==> src/rtl/xadc_drp_pkg.sv <==
// Shared types and constants for the XADC DRP scheduler: FSM states, requester
// identities, bus widths and the default scan-slot channel addresses.
package xadc_drp_pkg;

  localparam int DRP_AW   = 7;
  localparam int DRP_DW   = 16;
  localparam int SAMPLE_W = 12;
  localparam int SLOT_W   = 2;
  localparam int MAX_CH   = 1 << SLOT_W;

  localparam logic [DRP_AW-1:0] CH_ADDR0_DEF = 7'h13;  // VAUX3
  localparam logic [DRP_AW-1:0] CH_ADDR1_DEF = 7'h1B;  // VAUX11
  localparam logic [DRP_AW-1:0] CH_ADDR2_DEF = 7'h12;  // VAUX2
  localparam logic [DRP_AW-1:0] CH_ADDR3_DEF = 7'h1A;  // VAUX10

  typedef enum logic [1:0] {IDLE, ISSUE, WAIT, DONE} state_t;
  typedef enum logic {SCAN, HOST} req_t;

  function automatic logic [SLOT_W-1:0] next_slot(input logic [SLOT_W-1:0] s,
                                                  input int num_ch);
    return (int'(s) == num_ch - 1) ? '0 : s + 1'b1;
  endfunction

endpackage

==> src/rtl/xadc_ch_avg.sv <==
// Per-slot accumulator bank: sums 2^AVG_LOG2 codes per scan slot and emits the
// truncated mean combinationally in the cycle the last code is added.
module xadc_ch_avg
  import xadc_drp_pkg::*;
#(
  parameter int AVG_LOG2 = 2
) (
  input  logic                CLK100MHZ,
  input  logic                RESET,
  input  logic                add_en,
  input  logic [SLOT_W-1:0]   slot,
  input  logic [SAMPLE_W-1:0] code,
  output logic [SAMPLE_W-1:0] avg,
  output logic                avg_valid
);

  localparam int AW = SAMPLE_W + AVG_LOG2;
  localparam int CW = AVG_LOG2 + 1;
  localparam logic [CW-1:0] CNT_LAST = CW'((1 << AVG_LOG2) - 1);

  logic [AW-1:0] acc [MAX_CH];
  logic [CW-1:0] cnt [MAX_CH];
  logic [AW-1:0] sum;
  logic          last;

  always_comb begin
    sum       = acc[slot] + AW'(code);
    last      = (cnt[slot] == CNT_LAST);
    avg_valid = add_en && last;
    avg       = avg_valid ? SAMPLE_W'(sum >> AVG_LOG2) : '0;
  end

  always_ff @(posedge CLK100MHZ or posedge RESET) begin
    if (RESET) begin
      for (int i = 0; i < MAX_CH; i++) begin
        acc[i] <= '0;
        cnt[i] <= '0;
      end
    end else if (add_en) begin
      if (last) begin
        acc[slot] <= '0;
        cnt[slot] <= '0;
      end else begin
        acc[slot] <= sum;
        cnt[slot] <= cnt[slot] + 1'b1;
      end
    end
  end

endmodule

==> src/rtl/xadc_drp_sched.sv <==
// Sole owner of the XADC DRP port: scans aux channels on EOC, arbitrates host
// readback round-robin against the scan, and guards each read with a DRDY watchdog.
module xadc_drp_sched
  import xadc_drp_pkg::*;
#(
  parameter int                NUM_CH   = 4,
  parameter logic [DRP_AW-1:0] CH_ADDR0 = CH_ADDR0_DEF,
  parameter logic [DRP_AW-1:0] CH_ADDR1 = CH_ADDR1_DEF,
  parameter logic [DRP_AW-1:0] CH_ADDR2 = CH_ADDR2_DEF,
  parameter logic [DRP_AW-1:0] CH_ADDR3 = CH_ADDR3_DEF,
  parameter int                AVG_LOG2 = 2,
  parameter int                TIMEOUT  = 255
) (
  input  logic                CLK100MHZ,
  input  logic                RESET,
  input  logic                eoc,
  output logic                drp_den,
  output logic [DRP_AW-1:0]   drp_daddr,
  input  logic [DRP_DW-1:0]   drp_do,
  input  logic                drp_drdy,
  input  logic                host_req,
  input  logic [DRP_AW-1:0]   host_addr,
  output logic                host_gnt,
  output logic [DRP_DW-1:0]   host_data,
  output logic                host_valid,
  output logic [SAMPLE_W-1:0] sample_data,
  output logic [SLOT_W-1:0]   sample_ch,
  output logic                sample_valid,
  output logic                busy,
  output logic                overrun,
  output logic                timeout_err,
  output state_t              dbg_state
);

  // Handshake: host_req is a level held until host_gnt; host_gnt and drp_den
  // pulse together; host_valid/sample_valid pulse once, data valid that cycle.
  localparam int WD_W = $clog2(TIMEOUT + 1);

  state_t                state, state_nxt;
  req_t                  cur, last_served;
  logic                  scan_pend, host_q, host_pend;
  logic                  pick_scan, pick_host, issue_scan, wd_expired, add_en;
  logic [SLOT_W-1:0]     slot;
  logic [WD_W-1:0]       wd;
  logic [SAMPLE_W-1:0]   code_q, avg;
  logic [DRP_AW-1:0]     slot_addr;
  logic                  avg_valid;

  // host_req is seen one edge late so it ties with a same-cycle eoc.
  assign host_pend  = host_req && host_q;
  assign pick_scan  = scan_pend && (!host_pend || last_served == HOST);
  assign pick_host  = host_pend && (!scan_pend || last_served == SCAN);
  assign issue_scan = (state == IDLE) && pick_scan;
  assign wd_expired = (state == WAIT) && !drp_drdy && (wd == WD_W'(TIMEOUT));

  always_comb begin
    case (slot)
      2'd0:    slot_addr = CH_ADDR0;
      2'd1:    slot_addr = CH_ADDR1;
      2'd2:    slot_addr = CH_ADDR2;
      default: slot_addr = CH_ADDR3;
    endcase
  end

  always_ff @(posedge CLK100MHZ or posedge RESET) begin
    if (RESET) state <= IDLE;
    else       state <= state_nxt;
  end

  always_comb begin
    state_nxt = state;
    case (state)
      IDLE:    if (pick_scan || pick_host) state_nxt = ISSUE;
      ISSUE:   state_nxt = WAIT;
      WAIT:    if (drp_drdy) state_nxt = DONE;
               else if (wd_expired) state_nxt = IDLE;
      DONE:    state_nxt = IDLE;
      default: state_nxt = IDLE;
    endcase
  end

  always_comb begin
    drp_den    = (state == ISSUE);
    host_gnt   = (state == ISSUE) && (cur == HOST);
    host_valid = (state == DONE) && (cur == HOST);
    add_en     = (state == DONE) && (cur == SCAN);
    busy       = (state != IDLE);
    dbg_state  = state;
    sample_valid = avg_valid;
    sample_data  = avg;
    sample_ch    = avg_valid ? slot : '0;
  end

  always_ff @(posedge CLK100MHZ or posedge RESET) begin
    if (RESET) begin
      scan_pend   <= 1'b0;
      host_q      <= 1'b0;
      overrun     <= 1'b0;
      timeout_err <= 1'b0;
      cur         <= SCAN;
      last_served <= HOST;
      drp_daddr   <= '0;
      slot        <= '0;
      wd          <= '0;
      code_q      <= '0;
      host_data   <= '0;
    end else begin
      host_q <= host_req;
      // A new eoc always wins over the clear, so one landing on issue stays pending.
      if (eoc) begin
        scan_pend <= 1'b1;
        if (scan_pend && !issue_scan) overrun <= 1'b1;
      end else if (issue_scan) begin
        scan_pend <= 1'b0;
      end
      if (state == IDLE && (pick_scan || pick_host)) begin
        cur         <= pick_scan ? SCAN : HOST;
        last_served <= pick_scan ? SCAN : HOST;
        drp_daddr   <= pick_scan ? slot_addr : host_addr;
      end
      if (state == ISSUE)     wd <= '0;
      else if (state == WAIT) wd <= wd + 1'b1;
      if (state == WAIT && drp_drdy) begin
        code_q <= drp_do[DRP_DW-1:DRP_DW-SAMPLE_W];
        if (cur == HOST) host_data <= drp_do;
      end
      if (wd_expired) timeout_err <= 1'b1;
      if (cur == SCAN && (state == DONE || wd_expired)) slot <= next_slot(slot, NUM_CH);
    end
  end

  xadc_ch_avg #(.AVG_LOG2(AVG_LOG2)) u_avg (
    .CLK100MHZ (CLK100MHZ),
    .RESET     (RESET),
    .add_en    (add_en),
    .slot      (slot),
    .code      (code_q),
    .avg       (avg),
    .avg_valid (avg_valid)
  );

endmodule

==> config.mk <==
export PLATFORM = sky130hd
export DESIGN_NAME = xadc_drp_sched
export DESIGN_NICKNAME = d
export VERILOG_FILES = /design/src/rtl/xadc_drp_pkg.sv /design/src/rtl/xadc_ch_avg.sv /design/src/rtl/xadc_drp_sched.sv
export SDC_FILE = /design/constraint.sdc
export NUM_CORES = 1
export LEC_CHECK = 0
export ABC_AREA = 1
export CAP_MARGIN = 25
export CORE_MARGIN = 1.5
export CORE_UTILIZATION = 50
export CTS_BUF_LIST = sky130_fd_sc_hd__clkbuf_8
export CTS_CLUSTER_DIAMETER = 50
export DETAILED_ROUTE_END_ITERATION = 10
export PLACE_DENSITY = 0.73
export SLEW_MARGIN = 20
export SYNTH_ARGS = -nofsm -noshare
export SYNTH_HDL_FRONTEND = slang
export SYNTH_SLANG_ARGS = --single-unit
export TNS_END_PERCENT = 50
==> constraint.sdc <==
create_clock -name CLK100MHZ -period 3.5 [get_ports CLK100MHZ]
set_input_delay 0.525 -clock CLK100MHZ [delete_from_list [all_inputs] [get_ports CLK100MHZ]]
set_output_delay 0.525 -clock CLK100MHZ [all_outputs]
set_load 0.02 [all_outputs]
Yosys cells after proc, flatten, opt, wreduce, memory -nomap -nowiden. Index checks and enable logic that the tools add are counted.

Add/subtract/negate cells: 4. Order comparisons: 2. Eq/ne operators: 10. Mux-type cells: 28. Bitwise gates (word level): 7. Reductions and logical operators: 31.

Operator list (number): $and 56x56->56 (1); $bwmux 56 (1); $mux 56 (1); $not 56->56 (1); $mux 14 (3); $bmux 14 s2 (1); $demux 14 s2 (1); $mux 12 (2); $mux 8 (2); $logic_and 1x1->1 (15); $add 14x12->14 (1); $and 12x12->12 (1); $bwmux 12 (1); $not 12->12 (1); $pmux 4 s3 (1); $mux 2 (5); $mux 3 (3); $add 8x1->8 const B (1); $eq 8x8->1 const B (1); $pmux 2 s4 (1); $mux 7 (1); $bmux 3 s2 (1); $demux 3 s2 (1); $eq 2x1->1 const B (3); 16 further kinds (32).

Register bits after elaboration: 121. Input bits: 28. Output and inout port bits: 46. Word-level logic and storage cells: 102.

Longest topological paths before layout. Gate-level depths: netlist (run 1).

Depth after elaboration: 8. Mapped depth: 17. Gate-level depth less buffers: 15.

Hierarchy. A second synthesis (run 1) with hierarchy kept.

Cells, all modules: 753. Area total of the unflattened synthesis: 6202.2 um^2.

Modules (own cells, without submodules): xadc_ch_avg (times used 1, cells each 484, area an instance 3836.2 um^2); xadc_drp_sched (times used 1, cells each 269, area an instance 2366.0 um^2).

Worst setup path before layout (run 1). Ideal clock, no wire load.

Path type: reg2out. Start point: reg slot[1]. End point: out sample_data[10]. Arrival: 2.857 ns. Path slack: 0.118 ns. Cell stages (with the launch flop): 14. Cells stage by stage: dfrtp_1 > inv_1 > buf_2 > clkbuf_1 > o21ai_0 > o22ai_1 > ha_1 > ha_1 > clkbuf_1 > inv_1 > nor2_1 > inv_1 > clkbuf_1 > nor2_1.

Longest elaborated chain between the ends: 7. Elaborated cells on any way between the ends: 11.

RTL lines: start: declaration (line xadc_drp_sched.sv:43) `logic [SLOT_W-1:0] slot;`; start signal: assignment (line xadc_drp_sched.sv:128) `if (cur == SCAN && (state == DONE || wd_expired)) slot <= next_slot(slot, NUM_CH);`; $not 2->3 (implied by the code) (line xadc_ch_avg.sv:28) `last = (cnt[slot] == CNT_LAST);`; $bmux 3 s2 (line xadc_ch_avg.sv:28); $mux 3 (implied by the code) (2 in a row) (line xadc_ch_avg.sv:28); $eq 3x2->1 (line xadc_ch_avg.sv:28); $logic_and 1x1->1 (line xadc_ch_avg.sv:29) `avg_valid = add_en && last;`; via sample_valid (line xadc_drp_sched.sv:28) `output logic sample_valid,`; $mux 12 (line xadc_ch_avg.sv:30) `avg = avg_valid ? SAMPLE_W'(sum >> AVG_LOG2) : '0;`; end: declaration (line xadc_drp_sched.sv:26) `output logic [SAMPLE_W-1:0] sample_data,`.

The timed path passes the listed nets, and every way through them passes these cells. The select of a mux whose other input is x is not followed.

Worst setup path in the final report (run 1).
Start point: reg slot[0]. End point: out sample_data[7].

Longest elaborated chain between the ends: 7. Elaborated cells on any way between the ends: 11.

RTL lines (line): $not 2->3 (implied by the code) * (xadc_ch_avg.sv:27, xadc_ch_avg.sv:28); parallel branches: the longest is 5 deep, another holds $add 14x12->14; $mux 12 * (xadc_ch_avg.sv:30).

Mark *: on every way between the ends. The select of a mux whose other input is x is not followed.

==> results of run 1 <==
state kept, by name (all words and copies together) (netlist names):
register / cells
u_avg.cnt: 12
dbg_state: 2
wd: 8
drp_daddr: 7
timeout_err: 1
overrun: 1
last_served: 1
u_avg.acc: 56
scan_pend: 1
code_q: 12
host_q: 1
slot: 2
cur: 1
host_data: 16
cell families after synthesis:
logic type / Yosys count
compound gates: 148
xor+xnor: 9
fa+ha+maj: 24
buf+inv: 112
flops: 121
mux: 17
simple gates: 316
final timing paths:
kind	startpoint	end	depth (start not counted)	slack, ns
max	slot[0]$_DFFE_PP0P_	sample_data[7]	14	0.05
min	RESET	host_data[0]$_DFFE_PP0P_	2	0.45
max reg2reg	slot[0]$_DFFE_PP0P_	u_avg.acc[23]$_DFFE_PP0P_	15	0.87
min reg2reg	overrun$_DFFE_PP0P_	overrun$_DFFE_PP0P_	1	0.47
max in group asynchronous	RESET	slot[0]$_DFFE_PP0P_	3	2.14
min in group CLK100MHZ	overrun$_DFFE_PP0P_	overrun$_DFFE_PP0P_	1	0.47
layer usage:
| metal | global-route usage | vias to the layer above | share of wire | routed length [µm] |
|---|---|---|---|---|
| met5 | 0 | - | 0 | 0 |
| met4 | 0.1283 | 0 | 0.034 | 562 |
| met3 | 0.07358 | 43 | 0.051 | 831 |
| met2 | 0.4410 | 171 | 0.50 | 8141 |
| met1 | 0.3233 | 2613 | 0.42 | 6895 |
| li1 | - | 2586 | - | - |
worst register-to-register path, cell delays in order, from the launching register on:
cell and delay (ns):
sky130_fd_sc_hd__dfrtp_2 0.45, sky130_fd_sc_hd__buf_4 0.17, sky130_fd_sc_hd__clkbuf_16 0.18, sky130_fd_sc_hd__nor2_1 0.10, sky130_fd_sc_hd__o22ai_1 0.11, sky130_fd_sc_hd__ha_1 0.42
sky130_fd_sc_hd__nand2_2 0.11, sky130_fd_sc_hd__nor2_1 0.12, sky130_fd_sc_hd__nand2_1 0.08, sky130_fd_sc_hd__nand3_2 0.11, sky130_fd_sc_hd__nand2_2 0.08, sky130_fd_sc_hd__nand2_2 0.09
sky130_fd_sc_hd__xor2_2 0.17, sky130_fd_sc_hd__buf_4 0.15, sky130_fd_sc_hd__nand2_2 0.07, sky130_fd_sc_hd__a21boi_1 0.14
per-stage QoR:
stage               utilization   TNS, ns  cell area (µm²)
floorplan                     -         0             6201
global placement         0.6009         0             7248
detailed placement       0.6009  -0.01286             7248
CTS                      0.6442  -0.02836             7770
global route             0.6547   -0.1285             7896
finish                   0.6547         0             7896
final cells by class:
type | instances | share of cell area
flip-flops and latches | 121 | 0.3838
clock buffers | 18 | 0.03137
clock inverters | 12 | 0.02044
multi-input cells | 514 | 0.3676
repair buffers | 107 | 0.1299
inverters | 83 | 0.04025
well taps | 168 | 0.02662
synth_stat cells, drive strengths merged:
cell      n  share of area
a22oi     1         0.0012
nand3b    1         0.0012
buf       7         0.0075
nand2   198           0.12
nor2     68          0.042
a21boi    4         0.0048
o22a      2         0.0028
o211ai    3         0.0036
a21o      4         0.0048
nand4     4         0.0040
o22ai    12          0.012
clkbuf   22          0.013
or2      10          0.010
a31oi     3         0.0030
dfstp     1         0.0042
o21ai    90          0.073
ha       23          0.046
xor2      6         0.0097
fa        1         0.0032
dfrtp   120           0.48
a21oi    26          0.022
and2      2         0.0020
mux2i    13          0.021
nor3      5         0.0048
a22o      3         0.0042
mux2      4         0.0073
inv      83          0.050
xnor2     3         0.0042
nand3    28          0.029
what timing repair did:
item / CTS / global route
setup endpoints to repair: 15 / 14
buffers inserted: 5 / 4
gates cloned: 0 / 2
resized for setup: 50 / 54
pin swaps: 0 / 11
power groups by stage:
stage          Clock (µW)  Sequential (µW)  Combinational [µW]
2_1_floorplan           0             2420                2910
3_3_place_gp            0             2310                4500
3_5_place_dp            0             2330                4620
4_1_cts              1350             2320                4860
5_1_grt              1410             2400                5780
6_report             1330             2340                5260
==> results.json, run 1 <==
{
  "run_status": "completed",
  "finalCriticalPeriod_ns": 3.445,
  "core_mm2": 0.01206,
  "clock_sinks": 121,
  "initial_utilization": 0.5138,
  "clock_tree.buffer_depth": 2,
  "synth.mux.area_fraction": 0.02827,
  "vdd_drop_max_uv": 742.0,
  "timing.slew.headroom": 0.4069,
  "drt_wl_total_um": 16430,
  "fmaxAchievable_mhz": 290.3,
  "worst_case_setup_slack_after_placement_ns": -0.01286,
  "vias_per_cell": 5.291,
  "routedWlPerCell_um": 16.06,
  "grt_setup_unrepaired": "yes",
  "die_width_um": 114.3,
  "required_ns": 2.97,
  "mostFrequentLayoutCells": "sky130_fd_sc_hd__nand2_1 (187), sky130_fd_sc_hd__dfrtp_1 (119), sky130_fd_sc_hd__inv_1 (81)",
  "num_vias": 5413,
  "setup-violations-final": 0,
  "max_cap_violations": 0,
  "hold_ws_ns": 0.4469,
  "final_nets": 896,
  "cp_top_family": "simple AND/OR/NAND/NOR gates",
  "area.growth.synth_to_final_pct": 27.42,
  "yosys.cell_types.count": 42,
  "finalCritPeriodShare": 0.9843,
  "layout.area.seq_mm2": 0.003030,
  "netlist_area_before_placement_mm2": 0.006197,
  "drtAntennaViolNets": 0,
  "ys_ff_latch": 121,
  "setup.worst_path.class": "reg2out",
  "synth_compound_gate_area_share": 0.1310,
  "total_switching_power_uw": 4073,
  "synthAdderAreaFrac": 0.04967,
  "synth_nets": 799,
  "drive_gt1_frac": 0.1731,
  "track_usage": 0.2664,
  "largest_family_of_logic_cells_by_synthesized_area": "simple AND/OR/NAND/NOR gates",
  "avgSynthCellArea_um2": 8.296,
  "power.share.switching": 0.4565,
  "internal_power_uw": 4849,
  "grt_pass1_vias": 5503,
  "share_of_power_burned_in_registers": 0.262,
  "grt_start_max_net_pins": 60,
  "worstPathArrival_ns": 2.92,
  "antenna_violations_before_repair": 0,
  "detailedPlacementHpwl_um": 11130,
  "row_count": 40,
  "cellPowerDensity_mw_per_mm2": 1130,
  "maximum_fanout_count_along_the_critical_path": 17,
  "synth_warnings": 0,
  "grt_remaining_overflow": 0,
  "post_cts_hold_buffer_count": 0,
  "finClkSkew_ns": 0.01010,
  "die_y_um": 114.3,
  "timing.critical_path.to_type": "output port",
  "final.setup.worst_slack_ns": 0.05479,
  "timing.critical_path.buf_inv": 3,
  "cp_max_stage_cell": "sky130_fd_sc_hd__dfrtp_2",
  "final-hold-violation-count": 0,
  "post_layout_nonfiller_instances": 1023,
  "hold_path.class": "in2async",
  "path_clk_slew_ns": 0.07,
  "slowest_delay_ns": 0.45,
  "cts_tree": "yes",
  "finalWeightedCongestion": 0.8468,
  "ys_seq_area_frac": 0.4888,
  "yosys.area_share.xor_xnor": 0.01393,
  "total_power_uw": 8922,
  "placement.io_buffers": 73,
  "clk_latency_ns": 0.46,
  "multiInputGateArea_mm2": 0.002903,
  "synthCells": 747,
  "cell_by_cell_listing_of_the_critical_path": "buf_4 -> clkbuf_16 -> nor2_1 -> o22ai_1 -> ha_1 -> nand2_2 -> nor2_1 -> nand2_1 -> nand3_2 -> nand2_2 -> nand2_2 -> xor2_2 -> and2_4 -> buf_6",
  "initialDrtViolationCount": 439,
  "placed_insts": 982,
  "comb_power_share": 0.589,
  "cellLeakagePower_uw": 0.004041,
  "diode_count": 0,
  "clk_pwr_share": 0.149,
  "dieArea_mm2": 0.01307,
  "firstDrtPassIters": 5,
  "clock_tree.htree_level_count": 4,
  "post_synth_and_or_nand_nor_area_fraction": 0.2172,
  "max_slew.worst_pin.slew_ns": 0.8872,
  "cts_buffers": 17,
  "nFillCells": 1016,
  "drv_slew": 0,
  "cpMostUsedCell": "sky130_fd_sc_hd__nand2_2",
  "setup.worst_path.start_class": "flip-flop",
  "clock-root-buffer": "sky130_fd_sc_hd__clkbuf_8",
  "layout_commonest_cell": "sky130_fd_sc_hd__nand2_1",
  "drc": 0,
  "pin_count": 74,
  "grt_pass1_wl_um": 26630
}
(Power assumes the default switching activity.)
==> run 2: changes to the inputs <==
Settings changed: CORE_UTILIZATION 50 to 52, PLACE_DENSITY 0.73 to 0.75, SLEW_MARGIN 20 to unset.
==> results.json, run 2 (synthesis gave the netlist of run 1 again) <==
{
  "run_status": "finished, violations left",
  "violated_checks": "design-rule violations",
  "final_nets": 888,
  "r2r.worst_path.cells": 14,
  "cell_by_cell_listing_of_the_critical_path": "buf_4 -> o21ai_0 -> o22ai_1 -> ha_2 -> a21oi_2 -> nand3_4 -> nand2_2 -> nand2_1 -> xor2_2 -> and2_1 -> clkbuf_2",
  "detailedPlacementHpwl_um": 10840,
  "setup-tns-final_ns": 0,
  "dieArea_mm2": 0.01258,
  "met1_usage": 0.3315,
  "timing.slew.headroom": 0.3909,
  "fmaxAchievable_mhz": 293.0,
  "clk_latency_ns": 0.45,
  "grt_remaining_overflow": 0,
  "drtAntennaViolNets": 0,
  "cellLeakagePower_uw": 0.003974,
  "vias_per_cell": 5.336,
  "slowest_delay_ns": 0.37,
  "setup.worst_path.class": "reg2out",
  "cp_top_family": "compound AO/OA/AOI/OAI gates",
  "drc": 6,
  "placed_insts": 958,
  "row_count": 39,
  "path_clk_slew_ns": 0.07,
  "hold-path-cell-count": 1,
  "die_width_um": 112.2,
  "initial_utilization": 0.5381,
  "top_regs": "u_avg.acc (56), host_data (16)",
  "drv_slew": 0,
  "reg2reg_from": "slot[1]$_DFFE_PP0P_",
  "max_cap_violations": 0,
  "finalWeightedCongestion": 0.9122,
  "grt_use_met3": 0.05346,
  "timing.critical_path.buf_inv": 2,
  "required_ns": 2.97,
  "worstPathArrival_ns": 2.89,
  "clock_sinks": 121,
  "placement.io_buffers": 73,
  "vdd_drop_max_uv": 767.7,
  "grt_pass1_vias": 5340,
  "max_slew.worst_pin.slew_ns": 0.9111,
  "cts_tree": "yes",
  "placement.cell_area_mm2": 0.007212,
  "grt_setup_unrepaired": "yes",
  "nFillCells": 972,
  "finish.instance_area_mm2": 0.007722,
  "core_mm2": 0.01152,
  "layout_commonest_cell": "sky130_fd_sc_hd__nand2_1",
  "finClkSkew_ns": 0.009427,
  "largest_register_ffs": 56,
  "total_switching_power_uw": 3925,
  "regMostFlops": "u_avg.acc",
  "setup.worst_path.start_class": "flip-flop",
  "pin_count": 74,
  "drive_gt1_frac": 0.1543,
  "antenna_violations_before_repair": 0,
  "comb_power_share": 0.572,
  "reg2reg_setup_slack_ns": 0.96,
  "firstDrtPassIters": 8,
  "grt_start_max_net_pins": 85,
  "area.growth.synth_to_final_pct": 24.61,
  "maximum_fanout_count_along_the_critical_path": 17,
  "grt_pass1_wl_um": 25700,
  "num_vias": 5293,
  "drt_wl_total_um": 15350,
  "gr_met2_demand_resource": 0.4311,
  "power.share.switching": 0.4577,
  "grt.busiest_layer": "met2",
  "clk_pwr_share": 0.156,
  "routedWlPerCell_um": 15.47,
  "final_core_util": 0.6706,
  "hold-path-endpoint": "overrun$_DFFE_PP0P_",
  "post_layout_nonfiller_instances": 992,
  "diode_count": 0,
  "cellPowerDensity_mw_per_mm2": 1110,
  "mostFrequentLayoutCells": "sky130_fd_sc_hd__nand2_1 (188), sky130_fd_sc_hd__dfrtp_1 (119), sky130_fd_sc_hd__o21ai_0 (82)",
  "clock-root-buffer": "sky130_fd_sc_hd__clkbuf_8",
  "cp_max_stage_cell": "sky130_fd_sc_hd__dfrtp_1",
  "hold_ws_ns": 0.4675,
  "hold_path.class": "reg2reg",
  "min_from": "overrun$_DFFE_PP0P_",
  "cts_buffers": 17,
  "finalCritPeriodShare": 0.9752,
  "share_of_power_burned_in_registers": 0.272,
  "final-hold-violation-count": 0,
  "setup-violations-final": 0,
  "timing.critical_path.to_type": "output port",
  "clock_tree.htree_level_count": 4,
  "initialDrtViolationCount": 377,
  "track_usage": 0.2586,
  "die_y_um": 112.2,
  "finalCriticalPeriod_ns": 3.413,
  "clock_tree.buffer_depth": 2,
  "internal_power_uw": 4650,
  "crit_reg_reg_endpoint": "u_avg.acc[13]$_DFFE_PP0P_"
}
[run 2: metrics by stage]
stage | total power [µW] | setup slack (ns)
finish | 8575 | 0.08675
global route | 9227 | -0.01243
CTS | 8328 | -0.07812
detailed placement | 6900 | 0.01951
global placement | 6745 | 0.06568
floorplan | 5329 | 0.1184
[run 2: power by group through the flow]
stage                     registers, µW  logic, µW  clock network [µW]
after floorplan                    2420       2910                   0
after global placement             2300       4440                   0
after detailed placement           2330       4570                   0
after CTS                          2320       4650                1360
after global routing               2390       5410                1420
final                              2330       4900                1340
[run 2: area by class of cell]
cell class              count  area, µm²  area share
repair buffers             99      927.1      0.1201
multi-input cells         514       2848      0.3688
clock buffers              17      234.0     0.03030
well taps                 143      178.9     0.02317
clock inverters            15      183.9     0.02382
flip-flops and latches    121       3030      0.3924
inverters                  83      320.3     0.04148
[run 2: timing repair]
action,4_1_cts,5_1_grt
gates resized for setup,30,43
setup buffers,1,1
hold buffers,0,0
endpoints found under the setup margin,15,11
pin swaps,0,7
[run 2: per-layer routing]
layer / routed length [µm] / share of wire
met1: 6611 / 0.43
met2: 7687 / 0.50
met3: 713 / 0.046
met4: 335 / 0.022
met5: 0 / 0
[run 2: worst register-to-register path, cell delays in order (launching register included)]
cell and delay [ns]:
sky130_fd_sc_hd__dfrtp_1 0.37, sky130_fd_sc_hd__buf_4 0.25, sky130_fd_sc_hd__o21ai_0 0.13, sky130_fd_sc_hd__o22ai_1 0.27, sky130_fd_sc_hd__ha_1 0.34, sky130_fd_sc_hd__nand2_2 0.11, sky130_fd_sc_hd__inv_1 0.05, sky130_fd_sc_hd__a21oi_1 0.17
sky130_fd_sc_hd__buf_4 0.15, sky130_fd_sc_hd__nor2_1 0.04, sky130_fd_sc_hd__nor2_1 0.08, sky130_fd_sc_hd__nand3_1 0.09, sky130_fd_sc_hd__buf_4 0.15, sky130_fd_sc_hd__nand3_2 0.14, sky130_fd_sc_hd__a21oi_1 0.09
[run 2: how the worst max path moves through the flow]
stage | slack, ns | cells past startpoint | endpoint | from
floorplan | 0.12 | 13 | sample_data[10] | slot[1]$_DFFE_PP0P_
global placement | 0.07 | 12 | sample_data[7] | slot[0]$_DFFE_PP0P_
detailed placement | 0.02 | 13 | sample_data[9] | slot[0]$_DFFE_PP0P_
CTS | -0.08 | 14 | sample_data[7] | slot[0]$_DFFE_PP0P_
global route | -0.01 | 12 | sample_data[5] | slot[1]$_DFFE_PP0P_
finish | 0.09 | 11 | sample_data[7] | slot[1]$_DFFE_PP0P_
==> run 3: changes to the inputs <==
Settings changed: SKIP_LAST_GASP set to 1.
==> results.json, run 3 (synthesis gave the netlist of run 1 again) <==
{
  "post_cts_hold_buffer_count": 0,
  "initialDrtViolationCount": 324,
  "total_switching_power_uw": 3861,
  "die_width_um": 112.2,
  "drv_slew": 0,
  "diode_count": 0,
  "path_clk_slew_ns": 0.07,
  "clk_latency_ns": 0.45,
  "core_mm2": 0.01152,
  "fmaxAchievable_mhz": 284.6,
  "area.growth.synth_to_final_pct": 24.31,
  "final.setup.worst_slack_ns": -0.01310,
  "final-hold-violation-count": 0,
  "worstPathArrival_ns": 2.99,
  "violated_checks": "design-rule violations, negative setup slack",
  "layout_commonest_cell": "sky130_fd_sc_hd__nand2_1",
  "finalCritPeriodShare": 1.004,
  "setup.worst_path.start_class": "flip-flop",
  "antenna_violations_before_repair": 0,
  "cellPowerDensity_mw_per_mm2": 1098,
  "run_status": "finished, violations left",
  "clock-root-buffer": "sky130_fd_sc_hd__clkbuf_8",
  "max_cap_violations": 0,
  "grt_remaining_overflow": 0,
  "row_count": 39,
  "timing.critical_path.to_type": "output port",
  "timing.slew.headroom": 0.3908,
  "grt_start_max_net_pins": 85,
  "drc": 6,
  "comb_power_share": 0.567,
  "firstDrtPassIters": 10,
  "required_ns": 2.97,
  "mostFrequentLayoutCells": "sky130_fd_sc_hd__nand2_1 (190), sky130_fd_sc_hd__dfrtp_1 (119), sky130_fd_sc_hd__o21ai_0 (82)",
  "r2r.worst_path.cells": 14,
  "pin_count": 74,
  "power.share.switching": 0.4564,
  "detailedPlacementHpwl_um": 10840,
  "cts_buffers": 17,
  "finalWeightedCongestion": 0.9122,
  "drt_wl_total_um": 15440,
  "clock_tree.htree_level_count": 4,
  "drive_gt1_frac": 0.1343,
  "post_layout_nonfiller_instances": 992,
  "finClkSkew_ns": 0.008389,
  "routedWlPerCell_um": 15.56,
  "clock_tree.buffer_depth": 2,
  "grt_pass1_wl_um": 25700,
  "layout.area.seq_mm2": 0.003030,
  "final_nets": 888,
  "placement.cell_area_mm2": 0.007212,
  "clock_sinks": 121,
  "initial_utilization": 0.5381,
  "die_y_um": 112.2,
  "hold-path-cell-count": 1,
  "finish.instance_area_mm2": 0.007704,
  "hold_path.class": "reg2reg",
  "track_usage": 0.2586,
  "clk_pwr_share": 0.158,
  "regMostFlops": "u_avg.acc",
  "maximum_fanout_count_along_the_critical_path": 9,
  "nFillCells": 977,
  "setup.worst_path.class": "reg2out",
  "vias_per_cell": 5.352,
  "cts_tree": "yes",
  "vdd_drop_max_uv": 780.6,
  "drtAntennaViolNets": 0,
  "internal_power_uw": 4599,
  "dieArea_mm2": 0.01258,
  "placed_insts": 958,
  "finalCriticalPeriod_ns": 3.513,
  "largest_register_ffs": 56,
  "grt_pass1_vias": 5340,
  "multiInputGateArea_mm2": 0.002788,
  "share_of_power_burned_in_registers": 0.275,
  "setup-violations-final": 1,
  "top_regs": "u_avg.acc (56), host_data (16)",
  "max_slew.worst_pin.slew_ns": 0.9113,
  "num_vias": 5309,
  "cellLeakagePower_uw": 0.004020,
  "reg2reg_setup_slack_ns": 0.92,
  "placement.io_buffers": 73,
  "grt_setup_unrepaired": "yes"
}
## run 3: what timing repair did
action                                  4_1_cts  5_1_grt
pin swaps                                     0        5
gates resized for setup                      26       25
cloned                                        0        0
endpoints found under the setup margin       15       14
buffers inserted                              1        1
## run 3: power by group through the flow
stage                     combinational [µW]  sequential (µW)  clock [µW]
after global placement                  4440             2300           0
after global routing                    5300             2390        1420
after CTS                               4650             2320        1360
after floorplan                         2910             2420           0
final                                   4790             2330        1340
after detailed placement                4570             2330           0
## run 3: stage by stage
stage | worst slack [ns] | util | setup TNS (ns) | power, µW | hold slack, ns
after floorplan | 0.1184 | - | 0 | 5329 | 0.4336
after detailed placement | 0.01951 | 0.6262 | 0 | 6900 | 0.4523
after global routing | -0.2151 | 0.6689 | -0.9438 | 9110 | 0.4849
after global placement | 0.06568 | 0.6262 | 0 | 6745 | 0.4394
final | -0.01310 | 0.6689 | -0.01310 | 8460 | 0.4676
after CTS | -0.1367 | 0.6644 | -0.4773 | 8329 | 0.4685
## run 3: cell type report
class,instances,share of cell area
Clock buffer,17,0.03037
Inverter,83,0.04158
Multi-Input combinational cell,514,0.3619
Clock inverter,15,0.02388
Timing Repair Buffer,99,0.1257
Sequential cell,121,0.3934
Tap cell,143,0.02323
## run 3: worst paths after layout
path / startpoint / end
max: slot[0]$_DFFE_PP0P_ / sample_data[6]
max in group asynchronous: RESET / slot[0]$_DFFE_PP0P_
min: overrun$_DFFE_PP0P_ / overrun$_DFFE_PP0P_
min reg2reg: overrun$_DFFE_PP0P_ / overrun$_DFFE_PP0P_
min in group asynchronous: RESET / wd[5]$_DFFE_PP0P_
max reg2reg: slot[0]$_DFFE_PP0P_ / u_avg.acc[50]$_DFFE_PP0P_
## run 3: per-layer routing
metal | GRT usage | routed length (µm)
met5 | 0 | 0
met3 | 0.05346 | 813
met4 | 0.1072 | 308
met2 | 0.4311 | 7684
met1 | 0.3315 | 6633
## run 3: worst max-delay path, stage by stage (launching register included)
cell and delay, ns:
sky130_fd_sc_hd__dfrtp_2 0.44, sky130_fd_sc_hd__inv_6 0.07, sky130_fd_sc_hd__buf_4 0.16, sky130_fd_sc_hd__o21ai_0 0.16, sky130_fd_sc_hd__o22ai_1 0.10, sky130_fd_sc_hd__ha_1 0.23, sky130_fd_sc_hd__fa_2 0.38, sky130_fd_sc_hd__nand3_1 0.08
sky130_fd_sc_hd__nand2_1 0.11, sky130_fd_sc_hd__nand2_1 0.09, sky130_fd_sc_hd__nand2_1 0.06, sky130_fd_sc_hd__xor2_1 0.21, sky130_fd_sc_hd__inv_1 0.09, sky130_fd_sc_hd__nor2_1 0.09, sky130_fd_sc_hd__clkdlybuf4s15_2 0.26
